<file path="config.mk">
export PLATFORM = sky130hd
export DESIGN_NAME = counter_prog
export DESIGN_NICKNAME = d
export VERILOG_FILES = /design/src/rtl/counter_prog_pkg.sv /design/src/rtl/counter_prog.sv
export SDC_FILE = /design/constraint.sdc
export NUM_CORES = 1
export LEC_CHECK = 0
export CAP_MARGIN = 20
export CORE_MARGIN = 3
export CORE_UTILIZATION = 45
export DETAILED_ROUTE_END_ITERATION = 6
export PLACE_DENSITY = 0.77
export SLEW_MARGIN = 40
export SYNTH_ARGS = -nofsm -noshare
export SYNTH_HDL_FRONTEND = slang
export SYNTH_SLANG_ARGS = --single-unit
</file>
<file path="constraint.sdc">
create_clock -name clk -period 3.5 [get_ports clk]
set_input_delay 0.525 -clock clk [delete_from_list [all_inputs] [get_ports clk]]
set_output_delay 0.525 -clock clk [all_outputs]
set_load 0.02 [all_outputs]
</file>
<file path="src/rtl/counter_prog_pkg.sv">
// Shared types for the programmable iteration counter used by the MDR
// control FSMs.
//   cnt_state_e  : counter sequencing state (IDLE / RUN / DONE)
//   CNT_DIR_*    : encodings of the latched count direction
package counter_prog_pkg;

  typedef enum logic [1:0] {
    CNT_IDLE = 2'd0,
    CNT_RUN  = 2'd1,
    CNT_DONE = 2'd2
  } cnt_state_e;

  localparam logic CNT_DIR_DOWN = 1'b0;
  localparam logic CNT_DIR_UP   = 1'b1;

endpackage : counter_prog_pkg

</file>
<file path="src/rtl/counter_prog.sv">
// Programmable up/down iteration counter with runtime-loadable span,
// one-shot or auto-reload operation and hold-or-reload pause behaviour.
// The count always stays within 0..limit-1.
//
// Ports:
//   clk          system clock, rising edge
//   rst          asynchronous reset, active-high
//   i_load       latch i_limit / i_dir, count = start, go IDLE
//   i_limit      count span (0 is treated as 1)
//   i_dir        0 = down (limit-1 -> 0), 1 = up (0 -> limit-1)
//   i_autoreload 1 = wrap to start at terminal, 0 = stop in DONE
//   i_hold       with i_enable low: 1 = freeze, 0 = reload start and go IDLE
//   i_clear      count = start, go IDLE
//   i_enable     count enable
//   o_count      registered count
//   o_tc         count is at the terminal value (combinational)
//   o_wrap       one-cycle pulse following an auto-reload
//   o_busy       state is RUN
//   o_done       state is DONE
module counter_prog
  import counter_prog_pkg::*;
#(
  parameter int WIDTH         = 8,
  parameter int DEFAULT_LIMIT = 16
) (
  input  logic             clk,
  input  logic             rst,
  input  logic             i_load,
  input  logic [WIDTH-1:0] i_limit,
  input  logic             i_dir,
  input  logic             i_autoreload,
  input  logic             i_hold,
  input  logic             i_clear,
  input  logic             i_enable,
  output logic [WIDTH-1:0] o_count,
  output logic             o_tc,
  output logic             o_wrap,
  output logic             o_busy,
  output logic             o_done
);

  localparam logic [WIDTH-1:0] RST_LIMIT = WIDTH'(DEFAULT_LIMIT);
  localparam logic [WIDTH-1:0] ONE       = WIDTH'(1);

  cnt_state_e       state_reg, state_next;
  logic [WIDTH-1:0] count_reg, count_next;
  logic [WIDTH-1:0] limit_reg, limit_next;
  logic             dir_reg,   dir_next;
  logic             wrap_reg,  wrap_next;

  logic [WIDTH-1:0] start_val, term_val;
  logic [WIDTH-1:0] load_limit, load_start;
  logic             at_term;

  always_ff @(posedge clk or posedge rst) begin
    if (rst) begin
      state_reg <= CNT_IDLE;
      count_reg <= RST_LIMIT - ONE;
      limit_reg <= RST_LIMIT;
      dir_reg   <= CNT_DIR_DOWN;
      wrap_reg  <= 1'b0;
    end else begin
      state_reg <= state_next;
      count_reg <= count_next;
      limit_reg <= limit_next;
      dir_reg   <= dir_next;
      wrap_reg  <= wrap_next;
    end
  end

  always_comb begin
    // Endpoints of the current span; limit_reg is never 0 so limit-1 is safe.
    start_val  = (dir_reg == CNT_DIR_UP) ? '0 : limit_reg - ONE;
    term_val   = (dir_reg == CNT_DIR_UP) ? limit_reg - ONE : '0;
    at_term    = (count_reg == term_val);

    // Start value for the span being loaded this cycle.
    load_limit = (i_limit == '0) ? ONE : i_limit;
    load_start = (i_dir == CNT_DIR_UP) ? '0 : load_limit - ONE;

    state_next = state_reg;
    count_next = count_reg;
    limit_next = limit_reg;
    dir_next   = dir_reg;
    wrap_next  = 1'b0;

    if (i_load) begin
      limit_next = load_limit;
      dir_next   = i_dir;
      count_next = load_start;
      state_next = CNT_IDLE;
    end else if (i_clear) begin
      count_next = start_val;
      state_next = CNT_IDLE;
    end else if (i_enable) begin
      // DONE ignores enable; it is left only via load, clear or reload-pause.
      if (state_reg != CNT_DONE) begin
        if (!at_term) begin
          count_next = (dir_reg == CNT_DIR_UP) ? count_reg + ONE : count_reg - ONE;
          state_next = CNT_RUN;
        end else if (i_autoreload) begin
          count_next = start_val;
          wrap_next  = 1'b1;
          state_next = CNT_RUN;
        end else begin
          state_next = CNT_DONE;
        end
      end
    end else if (!i_hold) begin
      // Legacy pause: drop back to the start of the span.
      count_next = start_val;
      state_next = CNT_IDLE;
    end
  end

  assign o_count = count_reg;
  assign o_tc    = (count_reg == term_val);
  assign o_wrap  = wrap_reg;
  assign o_busy  = (state_reg == CNT_RUN);
  assign o_done  = (state_reg == CNT_DONE);

endmodule : counter_prog

</file>
=== Yosys cells after proc, flatten, opt, wreduce, memory -nomap -nowiden ===
Index checks and enable logic that the tools add are counted.

* Bits in registers: 20
* Bits in latches: 0
* Memory bits (writable): 0
* Memory bits (read-only): 0
* Input bits: 16
* Output and inout bits: 12
* Logic and storage cells: 44
* Memories: 0

* $add $sub $neg: 4
* Multiply operators: 0
* Div/mod/pow operators: 0
* Order comparisons: 0
* Equal/unequal tests: 7
* Shift operators: 0
* Multiplexer cells: 25
* Bitwise logic cells: 0
* Reduce and logical (&&, ||, !) cells: 3

{| class="wikitable"
|+ Operators by type and width
! operator !! number
|-
| two-way mux 8 bit || 12
|-
| subtractor 8 x 1 -> 8 bit, second input constant || 3
|-
| two-way mux 2 bit || 7
|-
| adder 8 x 1 -> 8 bit, second input constant || 1
|-
| equality test 8 bit || 1
|-
| zero test 8 bit || 1
|-
| two-way mux 1 bit || 6
|-
| != test 5 bit, second input constant || 1
|-
| != test 4 x 2 -> 1 bit, second input constant || 1
|-
| != test 4 x 3 -> 1 bit, second input constant || 1
|-
| AND reduction 3 bit || 1
|-
| equality test 2 x 1 -> 1 bit, second input constant || 1
|-
| equality test 2 bit, second input constant || 1
|-
| != test 2 bit, second input constant || 1
|-
| AND reduction 2 bit || 1
|}

=== Depth between registers and ports, before layout ===
* Depth in word-level cells: 8
* Gate-level depth with buffers: 12

=== Least setup slack after synthesis ===
OpenSTA, ideal clock, no wires.

* Kind: register -> output
* Start: register limit_reg[2]
* End: output port o_tc
* Arrival: 2.373 ns
* Required time: 2.975 ns
* Slack: 0.602 ns
* Stages on the path, launching flop included: 8
* Path buffers: 1
* Path through: dfrtp_1 > buf_6 > or4_4 > or3_4 > a2111oi_4 > a211oi_2 > or3_4 > inv_1

* Longest elaborated chain between the ends: 3

{| class="wikitable"
|+ RTL lines
! item !! RTL line !! source
|-
| start: declaration || counter_prog.sv:47 || <nowiki>logic [WIDTH-1:0] limit_reg, limit_next;</nowiki>
|-
| start signal: assignment || counter_prog.sv:65 || <nowiki>limit_reg <= limit_next;</nowiki>
|-
| subtractor 8 x 1 -> 8 bit || counter_prog.sv:74 || <nowiki>term_val = (dir_reg == CNT_DIR_UP) ? limit_reg - ONE : '0;</nowiki>
|-
| two-way mux 8 bit || counter_prog.sv:74 ||
|-
| equality test 8 bit || counter_prog.sv:117 || <nowiki>assign o_tc = (count_reg == term_val);</nowiki>
|-
| end: declaration || counter_prog.sv:36 || <nowiki>output logic o_tc,</nowiki>
|}

No other way between the ends.

=== Final worst setup path ===
* Start: register limit_reg[5]
* End: output port o_tc

The elaborated chain is that of the path after synthesis.

==> impl_results.md <==
- Io pins: 28
- Largest net degree at the start of global routing: 21
- Clock slew at reported path FFs: 0.07 ns
- Slew @ Worst Pin: 0.7433 ns
- Cell Rows: 22
- Yosys top cell area share: 20.89%
- Post-synthesis cell count: 209
- Synth-to-Final Area Change: 21.80%
- Power Dens Cells: 373.4 mW/mm^2
- Tmin final: 3.314 ns
- Unique masters post-synth: 53
- Initial Util: 47.99%
- Setup ws final: 0.1856 ns
- Synthesized area: 0.001797 sq mm
- H-Tree Depth: 1
- Tcrit/Tclk final: 94.70%
- Synth Flop Type: dfrtp_1
- RSZ-0062 raised after global routing: no
- Fmax: 301.7 MHz
- Worst Clk Skew: 0.001473 ns
- Synthesized area per cell: 8.597 sq um
- Sequential area share after synthesis: 28.20%
- Crit path kind: register to output pin
- Hold WC Path Type: register to register
- Type of element capturing the critical path: output pin
- GRT overflow: 0
- Via count: 1,622
- Commonest non-fill, non-tap cell in the layout: clkdlybuf4s50_1
- CP required: 2.97 ns
- First-pass GRT wire length: 7.141 mm
- CTS tree: done
- Proportion of layout cells with a drive suffix above 1: 14.71%
- Status: completed
- Clock Sinks: 20
- RR Endpoint: o_count[5]
- Critical path peak fanout: 5
- Detail Route Antenna Nets: 0
- Yosys reg bits: 20
- Worst Path Arrival: 2.79 ns
- DRC: 0
- CP Launch Type: register
- Syn Nets: 234
- Post-synth EDFFs: 0
- Pre-CTS setup slack: 0.05653 ns
- FF-to-FF Start: limit_reg[5]
- Die W: 69.19 um
- Via/cell ratio: 5.671
- Routed WL: 4.107 mm
- Post-CTS Setup Bufs: 0
- Antenna violations before repair: 0
- Diode count: 0
- Pre-antenna DRT Iters: 4
- Synth area leaders: dfrtp_1 21%, dfstp_2 7.3%, ha_1 5.6%, xor2_1 5.4%, nor2_1 4.8%
- Reg2Reg Setup Slack: 0.56 ns
- Core region area: 0.003744 sq mm
- NumNets Final: 264
- Max-slew violations: 0
- Vias in the first global route: 1,504
- Clk Latency, worst-skew pair: 0.26 ns
- Setup_tns: 0 ns
- Wire per inst: 14.36 um
- Leakage: 0.9271 nW
- Cell accounting for the most synthesized area: dfrtp_1
- Clk root buf: clkbuf_8
- DP HPWL: 3.284 mm
- Multi-input logic area: 0.001174 sq mm
- Slew Limit Headroom: 50.14%
- Syn. warnings: 0
- CTS resizes: 1
- IR Drop Worst-Case VDD: 231.0 uV
- Reg area: 506.7 sq um
- Clock Path Buffers: 2
- Die height: 69.19 um
- Worst hold start: state_reg[0]
- Aggregate global-route resource usage: 17.96%
- Clock buffers created by TritonCTS: 3
- WHS Endpoint: state_reg[0]
- Final hold violations: 0
- Hold depth: 2
- Endpoints failing setup: 0
- CTS Hold Bufs: 0
- Die ar.: 0.004787 sq mm
- DRT iter0 DRCs: 79
- Ys async rst share: 100.0%
- Reg2Reg Depth: 7
- Number of I/O port buffers: 27
- Max Cap Viol: 0
- Filler cells: 346
- Placer Congestion: 0.8765
- Most frequent cells in the layout: 26 x clkdlybuf4s50_1, 23 x nor2_1, 16 x nand2_1
area by class of cell:
type                            count  share of cell area, %
Tap cell                           48                  2.744
Multi-Input combinational cell    163                  53.63
Inverter                           14                  2.401
Timing Repair Buffer               37                  15.55
Sequential cell                    20                  23.16
Clock buffer                        4                  2.516
critical path, cell delays in order, from the launching register on:
cell and delay, ns:
dfrtp_1 0.43, or4_4 0.58, or3_4 0.37, a2111oi_4 0.36, a211oi_2 0.11, or3_4 0.44
inv_1 0.08, clkbuf_2 0.16
stage by stage:
step                instance area, sq um  hold WS, ns  util [%]  cells  total power [W]
finish                              2188       0.5227     58.46    286        0.0008172
global route                        2188       0.5606     58.46    286        0.0008672
CTS                                 2192       0.5223     58.56    286        0.0008204
detailed placement                  2138       0.5063     57.12    282        0.0006419
global placement                    2138       0.5103     57.12    282        0.0006346
floorplan                           1797       0.4800         -    209        0.0005306
worst max-delay path by stage:
stage / start / endpoint / slack (ns) / depth (start not counted)
2_1_floorplan: limit_reg[2] / o_tc / 0.60 / 7
3_3_place_gp: limit_reg[5] / o_tc / 0.09 / 7
3_5_place_dp: limit_reg[5] / o_tc / 0.06 / 7
4_1_cts: limit_reg[5] / o_tc / 0.03 / 7
5_1_grt: limit_reg[5] / o_tc / 0.03 / 7
6_report: limit_reg[5] / o_tc / 0.19 / 7
cells in the mapped netlist, types with 2 or more instances:
library cell	instances
nand2b_1	3
a31oi_1	10
o211ai_1	2
o22ai_1	7
nor4_1	5
nand2_1	16
clkbuf_1	6
nor4bb_1	2
a221o_1	2
and2_1	3
o21bai_1	2
buf_2	3
a21o_1	2
o31a_1	2
or3_1	2
o21a_1	3
a21oi_1	9
dfstp_2	5
ha_1	8
or3_4	2
nor2b_1	6
nor2_1	23
buf_6	2
o21ai_0	4
xor2_1	11
dfrtp_1	15
inv_1	14
nor3b_1	2
mux2_2	6
xnor2_1	9
layer usage:
| layer | up-vias | global-route usage, % | wire length (um) |
|---|---|---|---|
| met1 | 770 | 24.82 | 1983 |
| met5 | - | 0 | 0 |
| met4 | 0 | 4.121 | 44 |
| met3 | 4 | 3.768 | 174 |
| met2 | 36 | 28.81 | 1905 |
| li1 | 812 | - | - |
kinds of logic (layout without fill, tap and decap cells):
logic type | count (synthesis) | count (layout) | share of synthesized area [%]
adder cells (fa/ha/maj) | 9 | 9 | 6.686
flip-flops | 20 | 20 | 28.20
multiplexers | 7 | 7 | 4.317
AND/OR/NAND/NOR | 70 | 70 | 20.54
AO/OA/AOI/OAI | 57 | 57 | 24.02
XOR/XNOR | 20 | 20 | 9.749
buffers and inverters | 26 | 55 | 6.476
report_power, final:
| part | switching [W] | leakage [nW] | total (W) | internal [W] |
|---|---|---|---|---|
| sequential | 0.0000419 | 0.237 | 0.000304 | 0.000262 |
| combinational | 0.000170 | 0.662 | 0.000336 | 0.000167 |
| clock | 0.0000767 | 0.0288 | 0.000177 | 0.000100 |
(Power assumes the default switching activity.)
